[config.mk]
export PLATFORM = sky130hd
export DESIGN_NAME = uart_block_rx
export DESIGN_NICKNAME = d
export VERILOG_FILES = /design/src/rtl/uart_block_rx.sv
export SDC_FILE = /design/constraint.sdc
export NUM_CORES = 1
export LEC_CHECK = 0
export CAP_MARGIN = 15
export CORE_AREA = 2 2 168 170
export CTS_BUF_LIST = sky130_fd_sc_hd__clkbuf_2
export DETAILED_ROUTE_END_ITERATION = 16
export DIE_AREA = 0 0 170 172
export PLACE_DENSITY = 0.68
export SYNTH_ARGS = -nofsm -noshare
export SYNTH_HDL_FRONTEND = slang
export SYNTH_SLANG_ARGS = --single-unit
[constraint.sdc]
create_clock -name CLK_IN -period 9.75 [get_ports CLK_IN]
set_clock_uncertainty 0.15 [all_clocks]
set_input_delay 1.95 -clock CLK_IN [delete_from_list [all_inputs] [get_ports CLK_IN]]
set_output_delay 1.95 -clock CLK_IN [all_outputs]
set_load 0.03 [all_outputs]
[src/rtl/uart_block_rx.sv]
// uart_block_rx
//   8N1 UART receiver that gathers NUM_BYTES consecutive bytes (LSB first on
//   the wire, byte 0 in DATA_OUT[7:0]) into one wide word for the multiplier
//   operand path.
//
// Ports
//   CLK_IN       system clock, rising edge
//   resetIn      asynchronous active-high reset
//   UART_RX      serial line, idle high (synchronised internally)
//   DATA_OUT     last delivered word
//   DATA_VALID   DATA_OUT holds an unacknowledged word
//   RECEIVED_IN  consumer acknowledge, level-sampled while DATA_VALID
//   FRAME_ERR    one-cycle pulse on a low stop bit
//   OVERRUN      sticky: a completed word was dropped (cleared by reset only)
module uart_block_rx #(
  parameter int CLKS_PER_BIT = 432,
  parameter int NUM_BYTES    = 16,
  parameter int TIMEOUT_BITS = 40
) (
  input  logic                   CLK_IN,
  input  logic                   resetIn,
  input  logic                   UART_RX,
  output logic [8*NUM_BYTES-1:0] DATA_OUT,
  output logic                   DATA_VALID,
  input  logic                   RECEIVED_IN,
  output logic                   FRAME_ERR,
  output logic                   OVERRUN
);

  localparam int HALF_BIT = CLKS_PER_BIT / 2;
  localparam int TO_CYC   = TIMEOUT_BITS * CLKS_PER_BIT;
  localparam int CNT_W    = $clog2(CLKS_PER_BIT);
  localparam int TO_W     = $clog2(TO_CYC);
  localparam int BI_W     = (NUM_BYTES > 1) ? $clog2(NUM_BYTES) : 1;

  localparam logic [CNT_W-1:0] CNT_FULL  = CNT_W'(CLKS_PER_BIT - 1);
  localparam logic [CNT_W-1:0] CNT_HALF  = CNT_W'(HALF_BIT - 1);
  localparam logic [TO_W-1:0]  TO_LAST   = TO_W'(TO_CYC - 1);
  localparam logic [BI_W-1:0]  BYTE_LAST = BI_W'(NUM_BYTES - 1);

  typedef enum logic [2:0] {
    S_IDLE,
    S_START,
    S_DATA,
    S_STOP,
    S_WAIT_IDLE
  } state_t;

  state_t                        state_q, state_d;
  logic                          rx_meta, rx_s;
  logic [CNT_W-1:0]              cnt_q;
  logic [2:0]                    bit_idx_q;
  logic [7:0]                    shift_q;
  logic [BI_W-1:0]               byte_idx_q;
  logic [NUM_BYTES-1:0][7:0]     asm_q;
  logic [TO_W-1:0]               to_cnt_q;
  logic                          word_done_q;

  logic bit_tick, byte_ok, byte_bad, to_fire, last_byte, ack;

  // 2-FF synchroniser; resets to the idle level so a line held low through
  // reset still shows up as a fresh low two cycles after release.
  always_ff @(posedge CLK_IN or posedge resetIn) begin
    if (resetIn) begin
      rx_meta <= 1'b1;
      rx_s    <= 1'b1;
    end else begin
      rx_meta <= UART_RX;
      rx_s    <= rx_meta;
    end
  end

  always_ff @(posedge CLK_IN or posedge resetIn) begin
    if (resetIn) state_q <= S_IDLE;
    else         state_q <= state_d;
  end

  always_comb begin
    state_d  = state_q;
    bit_tick = 1'b0;
    byte_ok  = 1'b0;
    byte_bad = 1'b0;
    case (state_q)
      // Level-triggered start: no falling-edge detector.
      S_IDLE:  if (!rx_s) state_d = S_START;
      S_START: if (cnt_q == CNT_HALF) state_d = rx_s ? S_IDLE : S_DATA;
      S_DATA: begin
        if (cnt_q == CNT_FULL) begin
          bit_tick = 1'b1;
          if (bit_idx_q == 3'd7) state_d = S_STOP;
        end
      end
      // Leave at mid-stop-bit so a back-to-back start edge is not missed.
      S_STOP: begin
        if (cnt_q == CNT_FULL) begin
          if (rx_s) begin
            byte_ok = 1'b1;
            state_d = S_IDLE;
          end else begin
            byte_bad = 1'b1;
            state_d  = S_WAIT_IDLE;
          end
        end
      end
      S_WAIT_IDLE: if (rx_s) state_d = S_IDLE;
      default:     state_d = S_IDLE;
    endcase
  end

  assign last_byte = (byte_idx_q == BYTE_LAST);
  assign to_fire   = (state_q == S_IDLE) && (byte_idx_q != '0) && (to_cnt_q == TO_LAST);
  assign ack       = DATA_VALID && RECEIVED_IN;

  // Bit timing and byte assembly.
  always_ff @(posedge CLK_IN or posedge resetIn) begin
    if (resetIn) begin
      cnt_q      <= '0;
      bit_idx_q  <= '0;
      shift_q    <= '0;
      byte_idx_q <= '0;
      asm_q      <= '0;
      to_cnt_q   <= '0;
    end else begin
      // Counter restarts on every state change and on each data-bit sample.
      if (state_d != state_q || bit_tick)
        cnt_q <= '0;
      else if (state_q == S_START || state_q == S_DATA || state_q == S_STOP)
        cnt_q <= cnt_q + CNT_W'(1);
      else
        cnt_q <= '0;

      if (state_q == S_START)
        bit_idx_q <= '0;
      else if (bit_tick)
        bit_idx_q <= (bit_idx_q == 3'd7) ? 3'd0 : bit_idx_q + 3'd1;

      if (bit_tick) shift_q[bit_idx_q] <= rx_s;

      if (byte_ok) asm_q[byte_idx_q] <= shift_q;

      // Bad stop bit or idle timeout abandons the partial word; stale bytes
      // left in asm_q are overwritten before the next word completes.
      if (byte_ok)
        byte_idx_q <= last_byte ? '0 : byte_idx_q + BI_W'(1);
      else if (byte_bad || to_fire)
        byte_idx_q <= '0;

      if (state_q == S_IDLE && byte_idx_q != '0 && !to_fire)
        to_cnt_q <= to_cnt_q + TO_W'(1);
      else
        to_cnt_q <= '0;
    end
  end

  // Delivery handshake. word_done_q lags the final stop sample by one cycle
  // so asm_q already holds the last byte when it is copied out.
  always_ff @(posedge CLK_IN or posedge resetIn) begin
    if (resetIn) begin
      word_done_q <= 1'b0;
      FRAME_ERR   <= 1'b0;
      DATA_OUT    <= '0;
      DATA_VALID  <= 1'b0;
      OVERRUN     <= 1'b0;
    end else begin
      word_done_q <= byte_ok && last_byte;
      FRAME_ERR   <= byte_bad;
      if (word_done_q) begin
        // An ack landing on the completion edge frees the slot for the new word.
        if (!DATA_VALID || ack) begin
          DATA_OUT   <= asm_q;
          DATA_VALID <= 1'b1;
        end else begin
          OVERRUN <= 1'b1;
        end
      end else if (ack) begin
        DATA_VALID <= 1'b0;
      end
    end
  end

endmodule

==> results of run 1 <==
through the flow:
step	utilization	worst slack [ps]	hold WS [ps]	cell area (um2)
2_1_floorplan	-	3609	195.2	12210
3_3_place_gp	0.5050	4960	197.0	13870
3_5_place_dp	0.5050	4908	197.3	13870
4_1_cts	0.5290	5621	208.2	14540
5_1_grt	0.5292	5606	217.2	14540
6_report	0.5292	5717	207.0	14540
sequential cells by signal, summed over array words and instances (netlist names):
signal and cells:
OVERRUN 1, state_q 3, rx_meta 1, DATA_OUT 128
rx_s 1, to_cnt_q 15, byte_idx_q 4, FRAME_ERR 1
shift_q 8, asm_q 128, bit_idx_q 3, word_done_q 1
DATA_VALID 1, cnt_q 9
cells by family (layout without fill, tap and decap cells):
| group | count (synthesis) | after routing | share of synthesized area |
|---|---|---|---|
| buf+inv | 44 | 277 | 0.01630 |
| flops | 304 | 304 | 0.6233 |
| mux | 267 | 267 | 0.2509 |
| simple gates | 127 | 127 | 0.07420 |
| fa+ha+maj | 8 | 8 | 0.008200 |
| other cells | 0 | 2 | 0 |
| compound gates | 26 | 26 | 0.01486 |
| xor+xnor | 17 | 17 | 0.01220 |
worst max-delay path by stage:
stage            startpoint            end  slack [ps]  depth (start not counted)
2_1_floorplan       resetIn    DATA_OUT[0]        3610                          1
3_3_place_gp    RECEIVED_IN  DATA_OUT[123]        4960                          5
3_5_place_dp    RECEIVED_IN   DATA_OUT[15]        4910                          5
4_1_cts        DATA_OUT[36]   DATA_OUT[36]        5620                          1
5_1_grt        DATA_OUT[36]   DATA_OUT[36]        5610                          1
6_report       DATA_OUT[54]   DATA_OUT[54]        5720                          1
synth_stat cells (2+ instances only):
cell	number	share of area
mux2_2	228	0.21
mux2_1	20	0.018
a21o_1	2	0.0012
mux2i_1	3	0.0025
nand3_4	11	0.016
nand4b_1	4	0.0029
dfrtp_1	302	0.62
and4_1	2	0.0014
and3_1	7	0.0036
or4_1	2	0.0012
clkbuf_1	24	0.0074
buf_1	4	0.0012
o21ai_0	5	0.0020
mux2_4	16	0.020
nor4_1	5	0.0026
a21oi_1	5	0.0020
xor2_1	6	0.0043
xnor2_1	11	0.0079
nand2_1	12	0.0037
nor2_1	29	0.0089
nor3_1	7	0.0029
inv_1	8	0.0025
nand2b_1	5	0.0026
a211oi_1	2	0.0012
ha_1	8	0.0082
dfstp_2	2	0.0043
nand4_2	3	0.0031
buf_2	5	0.0020
nand4_1	6	0.0031
a22oi_1	3	0.0018
nor3_4	2	0.0027
nor2b_1	6	0.0031
or3_1	2	0.0010
nand3_1	13	0.0053
layout make-up:
cell class,count,area [um2],share of cell area
multi-input combinational,445,4407,0.3031
sequential,304,7610,0.5234
clock buffer,113,565.5,0.03890
clock inverter,17,95.09,0.006540
antenna,2,5.005,0.0003442
inverter,8,33.78,0.002323
tap,346,432.9,0.02977
timing repair buffer,139,1391,0.09569
metal layers:
metal,share of wire,global-route usage
met4,0.015,0.05909
met2,0.47,0.2781
met1,0.47,0.2368
met3,0.046,0.04120
met5,0,0
report_power, final:
part           total (uW)  leakage (uW)  internal (uW)  switching, uW
Clock                 815      0.000512            332            483
Combinational        27.2       0.00253           2.73           24.5
Sequential           1260       0.00423           1260           1.11
Total                2100       0.00727           1590            508
==> impl_metrics.ini, run 1 <==
[timing]
tightest_slew_ps = 1051
fin_crit_sh = 0.4136
hold_viol = 0
grt_setup_unrepaired = false
tns_ps = 0
drv_slew = 0
timing.fmax_ghz = 0.2480
maxSlewHeadroom = 0.2993
fin_crit_ps = 4033
setup_viol = 0

[worst_setup_path]
slowest_delay_ps = 690
r2r_cells = 4
r2r_slack_ps = 6970
critPathRequiredTime_ps = 7650
r2r-end = DATA_OUT[122]
crit_fanout = 2
endpoint_kind = primary output
critical_path.cell_chain = clkdlybuf4s50_1
worst_ep_arrival_time_ps = 1930
critical_path_buf_inv_count = 1
crit_family = buffers and inverters
path_class = reg -> out
critical-path-slowest-cell = clkdlybuf4s50_1
startpoint_type = flop
timing.rr.start = DATA_VALID

[logic_synthesis]
ys_ff_latch = 304
yosysUniqueCellTypes = 57
ys.flop_type = dfrtp_1
synthesis.area_um2 = 12210
synthCells = 793
synth_nets = 805
ys_async_sr_fraction = 1.000
seq_area_frac_synth = 0.6233
avgSynthCellArea_um2 = 15.39
yosysWarnings = 0
synth_edf_count = 0

[die]
ios = 135
initial_core_util = 0.4443
fp.coreArea_um2 = 27480
fp.dieH_um = 172
chipWidth_um = 170
dieArea_um2 = 29240
rows = 61

[routing]
firstDrtPassIters = 4
dr_total_vias = 7037
avgViaCountPerCell = 5.122
wl_mm = 24.45
ant_nets = 0
remaining_drc_errors = 0
drt-initial-drc-count = 297
avgRoutedWirePerCell_um = 17.79

[grt]
antenna_found_initial = 2
grt_pass1_vias = 7360
grt_pass1_wl_mm = 39.74
grt_start_max_net_pins = 185
gr-total-overflow = 0
grt_use_total = 0.1745

[cts]
cts_max_level = 3
cts_sinks = 304
clock_path_buffers = 3
tritoncts = built
post_cts_resized = 0
numCtsBuffers = 77
post_cts_buffers = 0
hold_buffers = 0
clk_latency_ps = 830
cts-root-buf = clkbuf_2
clkTransAtPathRegs_ps = 90

[power]
ir_drop_mv = 0.06833
p_leak_uw = 0.007269
p_per_area_nw_per_um2 = 144.7
power.total_uw = 2103

[cells_and_area]
drive_above_1_share = 0.3830
final_cell_mix = dfrtp_1 (302), mux2_2 (228), clkdlybuf4s50_1 (134), clkbuf_2 (113), nor2_1 (29)
fin_cells = 1374
nets = 987
area_growth_pct = 19.10
nFillCells = 2304
mostFrequentLayoutCell = dfrtp_1

[worst_hold_path]
worstHoldStart = rx_meta
min_to = rx_s
hold_depth = 0
hold_class = reg -> reg

[place]
io_buffers = 134
gp_congestion = 0.7708
dp_cells = 1242
dp_hpwl_mm = 15.37

[run]
cap_violations = 0

[status]
run_status = complete, no violations
No activity file was read; power rests on OpenSTA's default activity.
==> run 2, diff against run 1 <==
PLACE_DENSITY = 0.66   (was 0.68)
clock period = 4.2 ns   (was 9.75 ns; I/O delays follow)
==> run 2 against run 1 <==
  * Power up 130%
  * Design area up 0.38%
  * Final cell count fell by 0.22%
  * Non-clock buffer count is 7 higher
  * Clock-buffer cell count shrank 6
  * Die area did not move
  * Flip-flop and latch count stayed put
  * Utilization is 0.20 points higher
  * Critical path type is now reg -> reg
  * Critical endpoint is now asm_q[111]
==> impl_metrics.ini, run 2 (synthesis results as in run 1) <==
[status]
run_status = complete, no violations

[worst_setup_path]
r2r_slack_ps = 1270
critical_path.cell_chain = ha_1, nand4_2, nor3_4, buf_4, nand4_2, mux2_2
cp.depth = 6
r2r_cells = 6
crit_family = simple AND/OR/NAND/NOR gates
critPathRequiredTime_ps = 4700
critical_path_buf_inv_count = 1
crit_top_cell = nand4_2
worst_ep_arrival_time_ps = 3430
slowest_delay_ps = 660
crit_fanout = 14
endpoint_kind = flop
path_class = reg -> reg
critical-path-slowest-cell = nor3_4
startpoint_type = flop

[die]
chipWidth_um = 170
fp.dieH_um = 172
fp.coreArea_um2 = 27480
rows = 61
dieArea_um2 = 29240
ios = 135
initial_core_util = 0.4443

[worst_hold_path]
hold_depth = 0
hold_class = reg -> reg

[routing]
drt-initial-drc-count = 353
ant_nets = 0
firstDrtPassIters = 4
avgViaCountPerCell = 5.188
avgRoutedWirePerCell_um = 17.76
dr_total_vias = 7113
remaining_drc_errors = 0
wl_mm = 24.35

[power]
seqPwrFrac = 0.604
ir_drop_mv = 0.1466
intPower_uw = 3673
pwr-share-comb = 0.014
p_per_area_nw_per_um2 = 332.0
netSwitchingFraction = 0.2420
p_leak_uw = 0.007288
switchingPower_uw = 1173
clock_power_share = 0.381

[place]
dp_hpwl_mm = 15.76
gp_congestion = 0.7866
io_buffers = 134
dp_cells = 1249

[timing]
whs_ps = 208.5
setup_viol = 0
timing.fmax_ghz = 0.3415
hold_viol = 0
fin_crit_ps = 2928
drv_slew = 0
grt_setup_unrepaired = false
maxSlewHeadroom = 0.3596
fin_crit_sh = 0.6972
tightest_slew_ps = 960.6

[cells_and_area]
reg.largest.list = DATA_OUT: 128 flops, asm_q: 128 flops, to_cnt_q: 15 flops
nets = 993
final_cell_mix = dfrtp_1 (302), mux2_2 (228), clkdlybuf4s50_1 (134), clkbuf_2 (107), nor2_1 (29)
fin_cells = 1371
mostFrequentLayoutCell = dfrtp_1
area_growth_pct = 19.55
drive_above_1_share = 0.3867

[grt]
grt_start_max_net_pins = 95
grt_pass1_wl_mm = 39.79
antenna_found_initial = 2
grt_use_total = 0.1752
grt_pass1_vias = 7397
gr-total-overflow = 0

[cts]
numCtsBuffers = 76
cts-root-buf = clkbuf_2
cts_sinks = 304
clk_latency_ps = 810
post_cts_resized = 0
clkTransAtPathRegs_ps = 90
tritoncts = built
clock_path_buffers = 3
post_cts_buffers = 0
cts_max_level = 3
hold_buffers = 0

[run]
cap_violations = 0
==> run 2: cell count changes in the layout (fill, tap and decap cells not counted), sizes merged <==
cell      previous run  this run
buf                  5        12
clkinvlp             2         3
inv                  8         9
diode                2         1
clkinv              14         9
clkbuf             113       107
==> run 2: per-stage QoR <==
stage | total power (uW) | util | cell area, um2 | setup slack [ps] | setup TNS [ps]
final | 4846 | 0.5312 | 14600 | 1272 | 0
after global routing | 5094 | 0.5312 | 14600 | 1053 | 0
after CTS | 4940 | 0.5311 | 14590 | 1202 | 0
after detailed placement | 3061 | 0.5082 | 13960 | 1109 | 0
after global placement | 3060 | 0.5082 | 13960 | 1126 | 0
after floorplan | 3033 | - | 12210 | -831.4 | -251070
==> run 2: path summary, 6_finish.rpt <==
| kind | start | to |
|---|---|---|
| min reg2reg | rx_meta | rx_s |
| max in group asynchronous | resetIn | asm_q[111] |
| max reg2reg | cnt_q[0] | asm_q[111] |
| max | cnt_q[0] | asm_q[111] |
| min | rx_meta | rx_s |
| min in group asynchronous | resetIn | asm_q[88] |
==> run 2: final cells by class <==
| cell class | instances | area, um2 |
|---|---|---|
| Fill cell | 2406 | 12880 |
| Clock buffer | 107 | 535.5 |
| Antenna cell | 1 | 2.502 |
| Sequential cell | 304 | 7610 |
| Clock inverter | 14 | 92.59 |
| Tap cell | 346 | 432.9 |
| Multi-Input combinational cell | 445 | 4407 |
| Inverter | 8 | 33.78 |
| Timing Repair Buffer | 146 | 1481 |
==> run 2: power by group through the flow <==
stage               combinational (uW)  sequential (uW)  clock, uW
CTS                               74.2             2930       1940
detailed placement                74.2             2990          0
finish                            69.0             2930       1850
global route                      82.5             2930       2080
global placement                  73.5             2990          0
floorplan                         46.0             2990          0
==> run 2: metal layers <==
layer | wire [um] | global-route usage
met4 | 525 | 0.06689
met5 | 0 | 0
met3 | 1085 | 0.03571
met1 | 11070 | 0.2367
met2 | 11670 | 0.2815
==> run 3, diff against run 2 <==
clock period = 3.07 ns   (was 4.2 ns; I/O delays follow)
==> run 3 against run 2 <==
  * Clock power grew 39%
  * Worst hold slack lost 100 ps
  * Combinational power grew 48%
  * Largest power group unchanged
  * Highest routed layer unchanged
==> impl_metrics.ini, run 3 (synthesis results as in run 1) <==
[status]
run_status = complete, no violations

[power]
switchingPower_uw = 1637
pwr-share-comb = 0.015
clock_power_share = 0.386
ir_drop_mv = 0.2062
seqPwrFrac = 0.599
p_leak_uw = 0.007363
p_per_area_nw_per_um2 = 454.6
intPower_uw = 5056
netSwitchingFraction = 0.2445

[die]
dieArea_um2 = 29240
fp.dieH_um = 172
ios = 135
fp.coreArea_um2 = 27480
chipWidth_um = 170
rows = 61
initial_core_util = 0.4443

[cts]
clock_path_buffers = 3
numCtsBuffers = 77
tritoncts = built
clk_latency_ps = 820
cts_sinks = 304
post_cts_buffers = 0
cts_max_level = 3
post_cts_resized = 0
cts-root-buf = clkbuf_2
hold_buffers = 0
clkTransAtPathRegs_ps = 90

[timing]
fin_crit_ps = 2678
tightest_slew_ps = 967.3
tns_ps = 0
drv_slew = 0
timing.fmax_ghz = 0.3734
setup_viol = 0
grt_setup_unrepaired = false
hold_viol = 0
fin_crit_sh = 0.8724
maxSlewHeadroom = 0.3551
layout_setup_ws_ps = 391.8
whs_ps = 108.5

[routing]
remaining_drc_errors = 0
avgRoutedWirePerCell_um = 17.77
dr_total_vias = 7095
firstDrtPassIters = 4
drt-initial-drc-count = 293
wl_mm = 24.64
avgViaCountPerCell = 5.115
ant_nets = 0

[worst_hold_path]
hold_depth = 1
hold_class = in -> reg

[grt]
antenna_found_initial = 2
grt_pass1_wl_mm = 39.74
grt_use_total = 0.1759
grt_start_max_net_pins = 54
gr-total-overflow = 0
grt_pass1_vias = 7313

[worst_setup_path]
slowest_delay_ps = 720
critPathRequiredTime_ps = 2310
critical-path-slowest-cell = clkdlybuf4s50_1
critical_path.cell_chain = clkdlybuf4s50_1
crit_family = buffers and inverters
endpoint_kind = primary output
r2r_cells = 4
worst_ep_arrival_time_ps = 1910
critical_path_buf_inv_count = 1
r2r_slack_ps = 610
path_class = reg -> out
cp.depth = 1
crit_fanout = 2
startpoint_type = flop

[cells_and_area]
final_cell_mix = dfrtp_1 (302), mux2_2 (228), clkdlybuf4s50_1 (134), clkbuf_2 (108), nor2_1 (29)
nFillCells = 2356
drive_above_1_share = 0.3898
mostFrequentLayoutCell = dfrtp_1
area_growth_pct = 20.59
nets = 999
fin_area_um2 = 14720
reg.largest.list = DATA_OUT: 128 flops, asm_q: 128 flops, to_cnt_q: 15 flops

[place]
dp_hpwl_mm = 16.05
io_buffers = 134
pre_cts_ws_ps = 616.8
gp_congestion = 0.8044
placed_area_um2 = 14050

[run]
cap_violations = 0
==> run 3: changes by cell type in the layout (fill, tap and decap cells not counted), sizes merged <==
cell / change
buf: +5
clkbuf: +1
clkinv: +8
clkinvlp: -1
diode: +1
inv: +2
==> run 3: cell type report <==
cell class                      count  area, um2  area share
Sequential cell                   304       7610      0.5169
Multi-Input combinational cell    445       4407      0.2993
Timing Repair Buffer              151       1569      0.1066
Clock buffer                      108      540.5     0.03672
Tap cell                          346      432.9     0.02941
Clock inverter                     23      123.9    0.008414
Inverter                            8      33.78    0.002295
Antenna cell                        2      5.005   0.0003400
==> run 3: per-stage QoR <==
step	utilization	power, uW	std cells
floorplan	-	4149	793
global placement	0.5114	4196	1254
detailed placement	0.5114	4196	1254
CTS	0.5356	6829	1385
global route	0.5358	7077	1387
finish	0.5358	6692	1387
==> run 3: worst paths after layout <==
check	start	endpoint
min in group asynchronous	resetIn	DATA_OUT[88]
worst min register to register	rx_meta	rx_s
worst min-delay path	UART_RX	rx_meta
max in group asynchronous	resetIn	asm_q[94]
worst max-delay path	DATA_OUT[119]	DATA_OUT[119]
worst max register to register	rx_s	asm_q[126]
==> run 3: power by group through the flow <==
stage | combinational [uW] | clock [uW] | sequential, uW
2_1_floorplan | 62.9 | 0 | 4090
3_3_place_gp | 110 | 0 | 4090
3_5_place_dp | 110 | 0 | 4090
4_1_cts | 110 | 2710 | 4010
5_1_grt | 121 | 2950 | 4010
6_report | 102 | 2580 | 4010
==> run 3: per-layer routing <==
metal  part of all wire  track usage  up-vias
met5                  0            0        -
met4             0.0087      0.05388        0
met3              0.045      0.04143       18
met2               0.48       0.2747      159
li1                   -            -     3274
met1               0.47       0.2460     3644
